[config.mk]
export PLATFORM = sky130hd
export DESIGN_NAME = seg7_scan_driver
export DESIGN_NICKNAME = d
export VERILOG_FILES = /design/src/rtl/seg7_scan_driver.sv
export SDC_FILE = /design/constraint.sdc
export NUM_CORES = 1
export LEC_CHECK = 0
export ABC_AREA = 1
export CORE_ASPECT_RATIO = 1.5
export CORE_MARGIN = 5
export CORE_UTILIZATION = 31
export CTS_BUF_LIST = sky130_fd_sc_hd__clkbuf_16
export DETAILED_ROUTE_END_ITERATION = 16
export PLACE_DENSITY = 0.55
export SLEW_MARGIN = 20
export SYNTH_ARGS = -nofsm -noshare
export SYNTH_HDL_FRONTEND = slang
export SYNTH_SLANG_ARGS = --single-unit
[constraint.sdc]
create_clock -name CLK_100MHz -period 5.6 [get_ports CLK_100MHz]
set_input_delay 1.4 -clock CLK_100MHz [delete_from_list [all_inputs] [get_ports CLK_100MHz]]
set_output_delay 1.4 -clock CLK_100MHz [all_outputs]
set_load 0.05 [all_outputs]
[src/rtl/seg7_scan_driver.sv]
// Four-digit seven-segment driver: latches a signed result, converts it to BCD
// with a sequential double-dabble FSM, formats sign/blanking/error, and scans digits.
module seg7_scan_driver #(
  parameter int unsigned SYNC_STAGES    = 2,
  parameter bit          SEG_ACTIVE_LOW = 1'b1
) (
  input  logic        CLK_100MHz,
  input  logic        RST,
  input  logic        i_led_clk,
  input  logic        i_load,
  input  logic [15:0] i_value,
  input  logic        i_blank,
  output logic        o_busy,
  output logic [3:0]  o_an,
  output logic [6:0]  o_seg,
  output logic        o_dp
);

  localparam logic [6:0] SEG_E     = 7'b0000110;
  localparam logic [6:0] SEG_R     = 7'b0101111;
  localparam logic [6:0] SEG_MINUS = 7'b0111111;
  localparam logic [6:0] SEG_BLANK = 7'b1111111;
  localparam logic [6:0] SEG_ZERO  = 7'b1000000;

  typedef enum logic [1:0] {S_IDLE, S_SHIFT, S_FORMAT} state_t;

  function automatic logic [6:0] seg_digit(input logic [3:0] d);
    case (d)
      4'd0:    seg_digit = 7'b1000000;
      4'd1:    seg_digit = 7'b1111001;
      4'd2:    seg_digit = 7'b0100100;
      4'd3:    seg_digit = 7'b0110000;
      4'd4:    seg_digit = 7'b0011001;
      4'd5:    seg_digit = 7'b0010010;
      4'd6:    seg_digit = 7'b0000010;
      4'd7:    seg_digit = 7'b1111000;
      4'd8:    seg_digit = 7'b0000000;
      4'd9:    seg_digit = 7'b0010000;
      default: seg_digit = SEG_BLANK;
    endcase
  endfunction

  logic [SYNC_STAGES-1:0] sync_q, sync_d;
  logic                   led_prev_q, led_prev_d;
  logic                   scan_tick;
  logic [1:0]             idx_q, idx_d;
  logic [3:0]             an_q, an_d;
  logic [6:0]             seg_q, seg_d;
  state_t                 state_q, state_d;
  logic [3:0]             count_q, count_d;
  logic                   sign_q, sign_d;
  logic [15:0]            mag_q, mag_d;
  logic [19:0]            bcd_q, bcd_d;
  logic                   busy_q, busy_d;
  logic [3:0][6:0]        disp_q, disp_d;

  logic [19:0]     bcd_adj;
  logic [3:0][3:0] dig;
  logic [3:0]      lead;
  logic            err;
  logic [3:0][6:0] fmt;

  // Scan path: synchroniser, rising-edge detect, digit index, registered outputs.
  always_comb begin
    sync_d     = {sync_q[SYNC_STAGES-2:0], i_led_clk};
    led_prev_d = sync_q[SYNC_STAGES-1];
    scan_tick  = sync_q[SYNC_STAGES-1] & ~led_prev_q;
    idx_d      = scan_tick ? idx_q + 2'd1 : idx_q;
    an_d       = i_blank ? 4'b1111 : ~(4'b0001 << idx_q);
    seg_d      = disp_q[idx_q];
  end

  // Formatting of the completed BCD result; lead[k] means some digit at k or above is non-zero.
  always_comb begin
    for (int unsigned k = 0; k < 4; k++) dig[k] = bcd_q[4*k +: 4];
    lead[3] = |dig[3];
    lead[2] = lead[3] | (|dig[2]);
    lead[1] = lead[2] | (|dig[1]);
    lead[0] = lead[1] | (|dig[0]);
    err     = (|bcd_q[19:16]) | (sign_q & (|dig[3]));
    fmt[0]  = seg_digit(dig[0]);
    for (int unsigned k = 1; k < 4; k++) begin
      if (lead[k])                fmt[k] = seg_digit(dig[k]);
      else if (sign_q && lead[k-1]) fmt[k] = SEG_MINUS;
      else                        fmt[k] = SEG_BLANK;
    end
    if (err) fmt = {SEG_E, SEG_R, SEG_R, SEG_BLANK};
  end

  always_comb begin
    state_d = state_q;
    count_d = count_q;
    sign_d  = sign_q;
    mag_d   = mag_q;
    bcd_d   = bcd_q;
    busy_d  = busy_q;
    disp_d  = disp_q;
    bcd_adj = bcd_q;
    for (int unsigned k = 0; k < 5; k++) begin
      if (bcd_q[4*k +: 4] >= 4'd5) bcd_adj[4*k +: 4] = bcd_q[4*k +: 4] + 4'd3;
    end
    unique case (state_q)
      S_IDLE: begin
        if (i_load) begin
          sign_d  = i_value[15];
          mag_d   = i_value[15] ? (~i_value + 16'd1) : i_value;
          bcd_d   = '0;
          count_d = '0;
          busy_d  = 1'b1;
          state_d = S_SHIFT;
        end
      end
      S_SHIFT: begin
        bcd_d   = {bcd_adj[18:0], mag_q[15]};
        mag_d   = {mag_q[14:0], 1'b0};
        count_d = count_q + 4'd1;
        if (count_q == 4'd15) state_d = S_FORMAT;
      end
      S_FORMAT: begin
        disp_d  = fmt;
        busy_d  = 1'b0;
        state_d = S_IDLE;
      end
      default: state_d = S_IDLE;
    endcase
  end

  always_ff @(posedge CLK_100MHz or posedge RST) begin
    if (RST) begin
      sync_q     <= '0;
      led_prev_q <= 1'b0;
      idx_q      <= '0;
      an_q       <= '1;
      seg_q      <= '1;
      state_q    <= S_IDLE;
      count_q    <= '0;
      sign_q     <= 1'b0;
      mag_q      <= '0;
      bcd_q      <= '0;
      busy_q     <= 1'b0;
      disp_q     <= {SEG_BLANK, SEG_BLANK, SEG_BLANK, SEG_ZERO};
    end else begin
      sync_q     <= sync_d;
      led_prev_q <= led_prev_d;
      idx_q      <= idx_d;
      an_q       <= an_d;
      seg_q      <= seg_d;
      state_q    <= state_d;
      count_q    <= count_d;
      sign_q     <= sign_d;
      mag_q      <= mag_d;
      bcd_q      <= bcd_d;
      busy_q     <= busy_d;
      disp_q     <= disp_d;
    end
  end

  assign o_busy = busy_q;
  assign o_an   = SEG_ACTIVE_LOW ? an_q  : ~an_q;
  assign o_seg  = SEG_ACTIVE_LOW ? seg_q : ~seg_q;
  assign o_dp   = SEG_ACTIVE_LOW;

endmodule

Yosys cells after proc, flatten, opt, wreduce, memory -nomap -nowiden
Memories as Yosys holds them, arrays and structs flattened.
Index checks and enable logic that the tools add are counted.
{"block": "word_totals", "reg_bits": 88, "romBits": 448, "input_bits": 21, "output_inout_bits": 13, "word_cells": 90, "mem_count": 4}
{"block": "classes", "n_addsub": 8, "magnitude_cmp": 6, "n_eq_ne": 5, "n_shift": 1, "muxes": 27, "n_bitwise": 9, "reduce_logical": 15}
{"memory": "(no name shown)", "depth": 16, "word_bits": 7, "rd": 1, "rd_clocked_by_memory_dff": 0, "write_ports": 0, "line_no": "28", "source": "case (d)"}
{"memory": "(no name shown)", "depth": 16, "word_bits": 7, "rd": 1, "rd_clocked_by_memory_dff": 0, "write_ports": 0, "line_no": "28"}
{"memory": "(no name shown)", "depth": 16, "word_bits": 7, "rd": 1, "rd_clocked_by_memory_dff": 0, "write_ports": 0, "line_no": "28"}
{"memory": "(no name shown)", "depth": 16, "word_bits": 7, "rd": 1, "rd_clocked_by_memory_dff": 0, "write_ports": 0, "line_no": "28"}
{"operator": "7-bit two-way mux", "n": 7}
{"operator": "20-bit case mux with 2 select lines", "n": 1}
{"operator": "16-bit two-way mux", "n": 2}
{"operator": "16-bit case mux with 2 select lines", "n": 1}
{"operator": "28-bit two-way mux", "n": 1}
{"operator": "4-bit two-way mux", "n": 6}
{"operator": "4-bit by 3-bit greater-or-equal comparator with 1-bit output (second input constant)", "n": 5}
{"operator": "20-bit two-way mux", "n": 1}
{"operator": "4-bit OR reduction", "n": 5}
{"operator": "16-bit by 1-bit adder with 16-bit output (second input constant)", "n": 1}
{"operator": "4-bit by 2-bit adder with 4-bit output (second input constant)", "n": 4}
{"operator": "16-bit NOT", "n": 1}
{"operator": "7-bit binary-select mux with 2-bit select", "n": 1}
{"operator": "4-bit case mux with 2 select lines", "n": 1}
{"operator": "2-bit AND reduction", "n": 4}
{"operator": "4-bit by 1-bit adder with 4-bit output (second input constant)", "n": 1}
{"operator": "4-bit == test (second input constant)", "n": 1}
{"operator": "2-bit two-way mux", "n": 2}
{"operator": "2-bit inequality test (second input constant)", "n": 2}
{"operator": "4-bit NOT", "n": 1}
{"operator": "1-bit OR", "n": 4}
{"operator": "2-bit case mux with 2 select lines", "n": 1}
{"operator": "2-bit nonzero test", "n": 2}
{"operator": "1-bit by 2-bit left shift with 4-bit output (first input constant)", "n": 1}
{"operator": "other kinds (12)", "n": 15}

Logic depth before layout (Yosys ltp)
{"block": "logic_depth", "depth_word": 8, "mapped_depth": 10, "depth_no_buf": 10}

Worst setup path before layout
Ideal clock, no wire load.
{"block": "synth_path", "kind": "input port to flip-flop", "from": "input port i_value[0]", "to": "register mag_q[10]", "setup_ps": 121, "arrival_ps": 2301, "path_slack_ps": 3178, "stages": 7, "path_buffers": 0, "path_cell_list": "inv_1 ha_1 nand3_1 o21ai_0 nand3_1 nand3_1 nand2_1"}
{"block": "synth_between", "elab_chain_len": 5}
{"item": "start: declaration", "line_no": "11", "source": "input logic [15:0] i_value,"}
{"item": "16-bit NOT", "line_no": "106", "source": "mag_d = i_value[15] ? (~i_value + 16'd1) : i_value;"}
{"item": "16-bit by 1-bit adder with 16-bit output", "line_no": "106"}
{"item": "16-bit two-way mux", "line_no": "106"}
{"item": "16-bit two-way mux", "line_no": "104", "source": "if (i_load) begin"}
{"item": "16-bit case mux with 2 select lines", "line_no": "102", "source": "unique case (state_q)"}
{"item": "end signal: assignment", "line_no": "151", "source": "mag_q <= mag_d;"}
{"item": "end: declaration", "line_no": "52", "source": "logic [15:0] mag_q, mag_d;"}
No other way between the ends. The select of a mux whose other input is x is not followed.
A chain may end at the register's enable or synchronous reset.

Worst setup path in the final report
{"block": "layout_path", "from": "register an_q[2] (netlist: o_an[2])", "to": "output port o_an[2]"}
{"item": "start: declaration", "line_no": "47", "source": "logic [3:0] an_q, an_d;"}
{"item": "start signal: assignment", "line_no": "146", "source": "an_q <= an_d;"}
{"item": "end: declaration", "line_no": "14", "source": "output logic [3:0] o_an,"}
No word-level cell between the ends.

==> results by stage <==
Outcome:
- The run finished with clean final reports.

Pwr:
- The worst supply voltage drop on vdd is 0.192 mV.
- The standby leakage power is 2.63 nW.
- For this design the ratio of total power to cell area is 536 mW/mm^2.

Critical path:
- Walking the worst path, the cells encountered are clkdlybuf4s50_1.
- Counting cells, the worst reg-to-reg path comes to 8.
- STA classifies the critical path startpoint as a register.
- At the worst endpoint, the arrival time is 1.65 ns.
- In this run the worst path has a maximum fanout of 1.
- The sum of buffers and inverters on the critical path is 1.
- The critical path is of the reg -> out type.
- The library cell contributing the largest single delay on the critical path is sky130_fd_sc_hd__clkdlybuf4s50_1.
- Tracing the worst setup path back leads to its startpoint at o_an[2]$_DFF_PP1_.
- STA classifies the critical path endpoint as a primary output.
- The kind of cell adding the most delay to the critical path is buffers and inverters.
- The logic depth of the worst path, buffers included is 1.
- In this design, the stage delay of the slowest critical-path cell is 0.79 ns.
- The startpoint of the lowest-slack register-to-register path is state_q[0]$_DFFE_PP0P_.
- The required arrival time at the worst endpoint is 4.20 ns.

Clock network:
- The clock insertion delay at the later pin of the skew report is 0.34 ns.
- After clock tree synthesis, the clock-pin slew on the worst setup and hold paths is 0.07 ns.
- The master cell of the clock root buffer is sky130_fd_sc_hd__clkbuf_16.
- The clock tree synthesis step divided the H-tree into 3 levels.
- TritonCTS created 9 clock buffers.
- In this run the post-CTS setup repair buffer count came out at 0.
- The clock net sink count is 88.
- The number of gates given a new drive strength after cts is 0.
- In this run the deepest clock path goes through 2 buffers.
- The clock tree from TritonCTS is yes.
- After clock tree synthesis, the flow added hold-fix buffers numbering 0.

Synth:
- The net count of the mapped netlist is 671.
- Dividing the synthesized area by the synthesized cell count gives 7.98 um^2.
- The number of enable flip-flop cells after synthesis is 0.
- The share of the Yosys chip area taken by registers is 45.2%.
- The post-synth design cell area is 0.00496 mm^2.
- Among all flip-flop cells after synthesis, the most frequent one is sky130_fd_sc_hd__dfrtp_1.
- The synthesized netlist cell count is 622.
- The netlist uses 38 different library cells.
- For this run, asynchronously set or reset flops after synthesis account for 100%.
- During synthesis, Yosys emitted a total of 0 warnings.
- Synthesis inferred 88 register bits.

Final layout:
- Counting the fill cells in the layout gives 1,687.
- The finished layout cell area is 0.00576 mm^2.
- The signed area change from the synthesized netlist to the final layout is 16.0%.
- The share of layout cells above drive strength 1 is 11.1%.
- For this run, the post-layout net count is 699.
- The antenna diode instance count is 0.
- Cells fill 36.7% of the core in the end.

STA:
- For the finished layout, the period the worst path requires is 3.05 ns.
- The post-route clock period utilization is 54.4%.
- The measured slew at the worst slew-check pin is 0.976 ns.
- Measured against its own limit, the worst slew margin works out to 34.9%.
- Based on the critical path, the design can be clocked at up to 328 MHz.
- Setup repair after global routing left no endpoint under its margin.
- The number of pins with negative max-slew slack in the final report was 0.
- The largest clock skew in the final design is 0.0107 ns.
- In the post-route analysis, the smallest setup slack over all paths is 2.55 ns.
- For the final routed database, the setup TNS stands at 0 ns.
- The number of hold violations in the final report is 0.
- The number of setup violations in the final report is 0.

Placement:
- The total placed instance area is 0.00546 mm^2.
- The wire-length estimate of the detail-placed layout is 8.40 mm.
- Before CTS, the worst setup slack after placement is 2.40 ns.
- During placement, the flow inserted port buffers numbering 32.
- Routability-driven placement finished with a final weighted congestion of 0.897.

Floorplanning:
- The vertical die dimension is 165 um.
- The die is 113 um wide.
- The number of primary I/O pins is 34.
- The initialized floorplan defines 56 standard-cell rows.
- The placeable core area is 0.0157 mm^2.
- The floorplan step defined a die boundary enclosing 0.0187 mm^2.
- The starting utilization of the core area is 31.6%.

GRT:
- The first global-routing pass estimated 19.1 mm of wire.
- The number of global-route vias before repair is 4,044.
- Global routing consumed, over all layers together, 12.4% of the routing resources.
- The number of antenna violations at the first check in global routing came to 0.
- Global routing finished with a remaining overflow of 0.
- Entering global routing, the biggest net connects 50 pins.

Flow run:
- The tool flagged a number of max-cap violations equal to 0.

Route:
- The DRC violation count after routing is 0.
- The average via count per standard cell is 4.79.
- The number of iterations in the first detailed-routing pass is 5.
- The via count of the routed design is 4,113.
- The total wire length after detailed routing is 11.1 mm.
- The wire length per cell is 13.0 um.
- The detailed router finished its first iteration with 146 violations.
- The remaining antenna violation count is 0.

Worst hold path:
- The path class of the tightest hold or removal check is reg -> reg.
- The critical hold path startpoint is sync_q[0]$_DFF_PP0_.
- The hold path depth is 0.
## area by class of cell
cell class,instances,area (um^2),area share (%)
Clock buffer,9,225,3.91
Timing Repair Buffer,34,335,5.82
Tap cell,203,254,4.41
Sequential cell,88,2240,38.9
Multi-Input combinational cell,445,2350,40.9
Clock inverter,7,76.3,1.32
Inverter,72,272,4.71
## logic make-up (layout without fill, tap and decap cells)
| group | Yosys count | after routing | synth area share, % |
|---|---|---|---|
| flip-flops | 88 | 88 | 45.2 |
| AO/OA/AOI/OAI | 148 | 148 | 16.6 |
| adder cells (fa/ha/maj) | 28 | 28 | 7.06 |
| other | 1 | 1 | 0.0755 |
| multiplexers | 1 | 1 | 0.202 |
| XOR/XNOR | 9 | 9 | 1.59 |
| AND/OR/NAND/NOR | 258 | 258 | 21.9 |
| buffers and inverters | 89 | 122 | 7.38 |
## through the flow
| step | cells | power [mW] | hold WS [ns] |
|---|---|---|---|
| 2_1_floorplan | 622 | 2.14 | 0.331 |
| 3_3_place_gp | 842 | 2.46 | 0.337 |
| 3_5_place_dp | 842 | 2.49 | 0.351 |
| 4_1_cts | 858 | 3.12 | 0.364 |
| 5_1_grt | 858 | 3.38 | 0.363 |
| 6_report | 858 | 3.08 | 0.357 |
## layer usage
| metal | share of wire [%] | routed length [um] | global-route usage [%] |
|---|---|---|---|
| met3 | 2.6 | 291 | 2.24 |
| met5 | 0 | 0 | 0 |
| met2 | 51 | 5700 | 22.7 |
| met1 | 43 | 4810 | 14.1 |
| met4 | 3.0 | 330 | 5.08 |
## layout by cell type, fill, tap and decap left out, types with 14 or more instances in the layout
cell	n
sky130_fd_sc_hd__nand2_1	135
sky130_fd_sc_hd__o21ai_0	71
sky130_fd_sc_hd__nor2_1	67
sky130_fd_sc_hd__inv_1	63
sky130_fd_sc_hd__dfrtp_1	55
sky130_fd_sc_hd__nand3_1	37
sky130_fd_sc_hd__a21oi_1	37
sky130_fd_sc_hd__dfstp_2	33
sky130_fd_sc_hd__clkdlybuf4s50_1	32
sky130_fd_sc_hd__ha_1	28
sky130_fd_sc_hd__o22ai_1	14
## power by group
part           internal [mW]  total, mW  switching [mW]
Combinational          0.502       1.40           0.900
Sequential             0.879       1.07           0.195
Clock                  0.350      0.608           0.259
Total                   1.73       3.08            1.35
## Yosys cell counts, types with 2 or more instances
cell                       count  share of area, %
sky130_fd_sc_hd__a21oi_1      37               3.7
sky130_fd_sc_hd__a22oi_1      11               1.7
sky130_fd_sc_hd__buf_2        11               1.1
sky130_fd_sc_hd__buf_6         2              0.45
sky130_fd_sc_hd__clkbuf_1      3              0.23
sky130_fd_sc_hd__clkinv_1      2              0.15
sky130_fd_sc_hd__dfrtp_1      55                28
sky130_fd_sc_hd__dfstp_2      33                17
sky130_fd_sc_hd__ha_1         28               7.1
sky130_fd_sc_hd__inv_1        64               4.8
sky130_fd_sc_hd__inv_2         6              0.45
sky130_fd_sc_hd__nand2_1     135                10
sky130_fd_sc_hd__nand2_2       3              0.38
sky130_fd_sc_hd__nand3_1      37               3.7
sky130_fd_sc_hd__nand3b_1      2              0.30
sky130_fd_sc_hd__nor2_1       67               5.1
sky130_fd_sc_hd__nor2_2        4              0.50
sky130_fd_sc_hd__o211ai_1      6              0.91
sky130_fd_sc_hd__o21ai_0      71               7.2
sky130_fd_sc_hd__o21ai_1       2              0.20
sky130_fd_sc_hd__o22ai_1      14               1.8
sky130_fd_sc_hd__or2_2         5              0.63
sky130_fd_sc_hd__xor2_1        9               1.6
## flip-flops by register name (all words and copies together), names as in the netlist
signal / flops
bcd_q: 20
disp_q: 28
led_prev_q: 1
o_seg: 7
o_busy: 1
sync_q: 2
mag_q: 16
o_an: 4
idx_q: 2
count_q: 4
state_q: 2
sign_q: 1
## worst paths after layout
path,to,slack (ns)
max,o_an[2],2.55
min,sync_q[1]$_DFF_PP0_,0.36
max reg2reg,mag_q[3]$_DFFE_PP0P_,3.51
min reg2reg,sync_q[1]$_DFF_PP0_,0.36
max in group asynchronous,disp_q[18]$_DFFE_PP1P_,3.02
min in group asynchronous,state_q[0]$_DFFE_PP0P_,1.53
No activity file was read; power rests on OpenSTA's default activity.
==> edit 1 (config.mk and constraints unchanged) <==
Set the parameter `SYNC_STAGES` to 4 (it was 2).
--- a/src/rtl/seg7_scan_driver.sv
+++ b/src/rtl/seg7_scan_driver.sv
@@ -1,7 +1,7 @@
 // Four-digit seven-segment driver: latches a signed result, converts it to BCD
 // with a sequential double-dabble FSM, formats sign/blanking/error, and scans digits.
 module seg7_scan_driver #(
-  parameter int unsigned SYNC_STAGES    = 2,
+  parameter int unsigned SYNC_STAGES    = 4,
   parameter bit          SEG_ACTIVE_LOW = 1'b1
 ) (
   input  logic        CLK_100MHz,
Formal check against the unedited RTL: not equivalent (a bounded check fails within 10 cycles, from zero or initial values and one cycle with RST high).
==> edit 1 against the unedited design <==
Sequential cell count increased by 2; clock power decreased by 2%; register-to-register slack got worse by 0.32 ns; critical path type unchanged; critical path depth unchanged; die area increased by 0.63%; cell count decreased by 0.58%; synthesized cell count decreased by 0.80%; area after synthesis increased by 0.68%; design area increased by 0.17%; wire length increased by 2.9%; total power increased by 0.69%; worst setup slack got worse by 0.0033 ns; utilization decreased by 0.74 points; highest routed layer unchanged.
==> edit 1: results (changes against the unedited design) <==
* Status: finished clean (unchanged)
* Int Power at 1.74 mW (was 1.73 mW)
* Share of cells above drive strength 1 at 0.100 (was 0.111)
* Area contributors post-synth: dfrtp_1, dfstp_2, nand2_1 (unchanged)
* DRT iter0 DRCs at 169 (was 146)
* Peak VDD IR at 0.266 mV (was 0.192 mV)
* Final Wtd Congestion at 0.870 (was 0.897)
* Total track usage at 0.129 (was 0.124)
* Post-CTS setup buffer count at 0 (unchanged)
* Leak Pwr at 2.65 nW (was 2.63 nW)
* Pin count of the biggest net entering global routing at 57 (was 50)
* First-pass GRT wire length at 19500 um (was 19100 um)
* Avg WL per Cell at 13.4 um (was 13.0 um)
* Post-Place Cell Area at 5480 um2 (was 5460 um2)
* Final Net Count at 691 (was 699)
* Detailed Place HPWL at 8610 um (was 8400 um)
* Worst slew pin tran at 0.926 ns (was 0.976 ns)
* Vias per inst at 4.77 (was 4.79)
* Initial antenna violation count at 0 (unchanged)
* Most instantiated cells after synthesis: nand2_1, nor2_1, o21ai_0 (was nand2_1, o21ai_0, nor2_1)
* Post-synth net total at 666 (was 671)
* Clock group total power at 594 uW (was 608 uW)
* Register area share after synthesis at 0.459 (was 0.452)
* Clk_skew at 0.00611 ns (was 0.0107 ns)
* Fillers at 1688 (was 1687)
* Initial DRT Pass Iterations at 4 (was 5)
-- edit 1: path summary, 6_finish.rpt --
path | slack, ns | endpoint | cells after the start
worst min register to register | 0.35 | sync_q[1] | 0
max in group asynchronous | 3.04 | disp_q[8] | 3
worst max-delay path | 2.55 | o_seg[6] | 1
min in group asynchronous | 1.56 | bcd_q[10] | 2
worst max register to register | 3.19 | mag_q[4] | 6
worst min-delay path | 0.35 | sync_q[1] | 0
-- edit 1: kinds of logic (layout without fill, tap and decap cells) --
group / after synthesis / count (layout) / synth area share
simple gates: 257 / 257 / 0.215
compound gates: 149 / 149 / 0.169
flops: 90 / 90 / 0.459
buf+inv: 83 / 113 / 0.0701
fa+ha+maj: 28 / 28 / 0.0701
xor+xnor: 8 / 8 / 0.0140
other cells: 1 / 1 / 0.000750
mux: 1 / 1 / 0.00200
-- edit 1: metrics by stage --
stage | utilization | setup slack [ns] | total power, mW | instances
after floorplan | - | 1.92 | 2.16 | 617
after global placement | 0.341 | 2.44 | 2.50 | 837
after detailed placement | 0.341 | 2.37 | 2.53 | 837
after CTS | 0.360 | 2.52 | 3.15 | 853
after global routing | 0.360 | 2.50 | 3.38 | 853
final | 0.360 | 2.55 | 3.11 | 853
-- edit 1: final cells by class --
class / count / share of cell area
clock buffer: 9 / 0.0390
multi-input combinational: 444 / 0.408
timing repair buffer: 33 / 0.0568
tap: 206 / 0.0447
sequential: 90 / 0.397
clock inverter: 7 / 0.0121
inverter: 64 / 0.0418
-- edit 1: layer usage --
| layer | track usage | vias up | routed length, um |
|---|---|---|---|
| li1 | - | 2086 | - |
| met1 | 0.142 | 1880 | 4780 |
| met2 | 0.227 | 80 | 5870 |
| met3 | 0.0252 | 27 | 342 |
| met4 | 0.0782 | 0 | 463 |
| met5 | 0 | - | 0 |
==> edit 2 (config.mk and constraints unchanged) <==
Made on the original files. The 3 states of `state_t` get a one-hot encoding in 3 bits.
--- a/src/rtl/seg7_scan_driver.sv
+++ b/src/rtl/seg7_scan_driver.sv
@@ -22,7 +22,7 @@
   localparam logic [6:0] SEG_BLANK = 7'b1111111;
   localparam logic [6:0] SEG_ZERO  = 7'b1000000;
 
-  typedef enum logic [1:0] {S_IDLE, S_SHIFT, S_FORMAT} state_t;
+  typedef enum logic [2:0] {S_IDLE = 3'b001, S_SHIFT = 3'b010, S_FORMAT = 3'b100} state_t;
 
   function automatic logic [6:0] seg_digit(input logic [3:0] d);
     case (d)
Behaviour: same outputs for any inputs over 10 cycles, from zero or initial values and one cycle with RST high; not proved beyond that.
==> edit 2 against the unedited design <==
Sequential power increased by 5%; area after synthesis grew 1.9%; sequential cell count grew 1; worst setup slack better by 0.0017 ns; non-clock buffer count fell by 1; synthesized cell count rose by 0.64%; cell count grew 0.47%; wire length grew 1.2%; critical path depth unchanged; total power decreased by 8.9%; design area rose by 0.76%.
==> edit 2: results (changes against the unedited design) <==
* Total Wirelength at 11300 um (was 11100 um)
* GR Util met2 at 0.205 (was 0.227)
* Register area at 2270 um2 (was 2240 um2)
* Detailed Place HPWL at 8380 um (was 8400 um)
* Met2 WL at 5480 um (was 5700 um)
* Vias in the first global route at 4029 (was 4044)
* Peak VDD IR at 0.262 mV (was 0.192 mV)
* R2R Setup Slk at 3.18 ns (was 3.51 ns)
* Status: finished clean (unchanged)
* Final Cycle Share at 0.544 (about the same)
* Register area share after synthesis at 0.448 (was 0.452)
* Most instantiated cells after synthesis: nand2_1, inv_1, nor2_1 (was nand2_1, o21ai_0, nor2_1)
* Launch point of the worst path: o_an[1] (was o_an[2])
* Synth top area share at 0.272 (was 0.277)
* Initial DRT Pass Iterations at 6 (was 5)
* Clock group total power at 562 uW (was 608 uW)
* Worst slew pin tran at 1.02 ns (was 0.976 ns)
* Vias at 4184 (was 4113)
* Switching share of power at 0.419 (was 0.439)
* Share of cells above drive strength 1 at 0.105 (was 0.111)
* First-pass GRT wire length at 19300 um (was 19100 um)
* Met1 WL at 5020 um (was 4810 um)
* Final Wtd Congestion at 0.862 (was 0.897)
* Cell variety after synth at 41 (was 38)
* Pin count of the biggest net entering global routing at 46 (was 50)
* Worst r2r src: state_q[1] (was state_q[0])
* Post-Place Cell Area at 5530 um2 (was 5460 um2)
* Area contributors post-synth: dfrtp_1, dfstp_2, nand2_1 (unchanged)
* Leak Pwr at 2.64 nW (was 2.63 nW)
* Fillers at 1731 (was 1687)
* P_seq at 1.12 mW (was 1.07 mW)
* M1 GR Usage at 0.155 (was 0.141)
* Met3 usage at 0.0250 (was 0.0224)
* Post-synth net total at 675 (was 671)
* DRT iter0 DRCs at 185 (was 146)
* Total track usage at 0.123 (was 0.124)
## edit 2: changes by cell type after synthesis, moves of 4 or more
cell      delta
nand2_1     -24
o22ai_1     +10
inv_2        -5
o21ai_1      +4
nor2_1       +5
nand4_1      +4
o211ai_1     +4
a22oi_1     -10
inv_1       +15
xor2_1       -6
## edit 2: stage by stage
stage	total power [mW]	hold WS [ns]	cells
global route	3.05	0.377	862
detailed placement	2.27	0.359	846
floorplan	1.98	0.331	626
CTS	2.84	0.374	862
finish	2.81	0.362	862
global placement	2.25	0.351	846
## edit 2: logic make-up after synthesis
family                   Yosys count  synth area share
other                              1          0.000741
AND/OR/NAND/NOR                  245             0.211
buffers and inverters            100            0.0848
flip-flops                        89             0.448
XOR/XNOR                           4           0.00692
adder cells (fa/ha/maj)           28            0.0692
AO/OA/AOI/OAI                    159             0.178
## edit 2: layout make-up
type	instances	area share
multi-input combinational	437	0.407
clock buffer	9	0.0388
timing repair buffer	33	0.0565
tap	206	0.0444
sequential	89	0.391
inverter	81	0.0530
clock inverter	7	0.00927
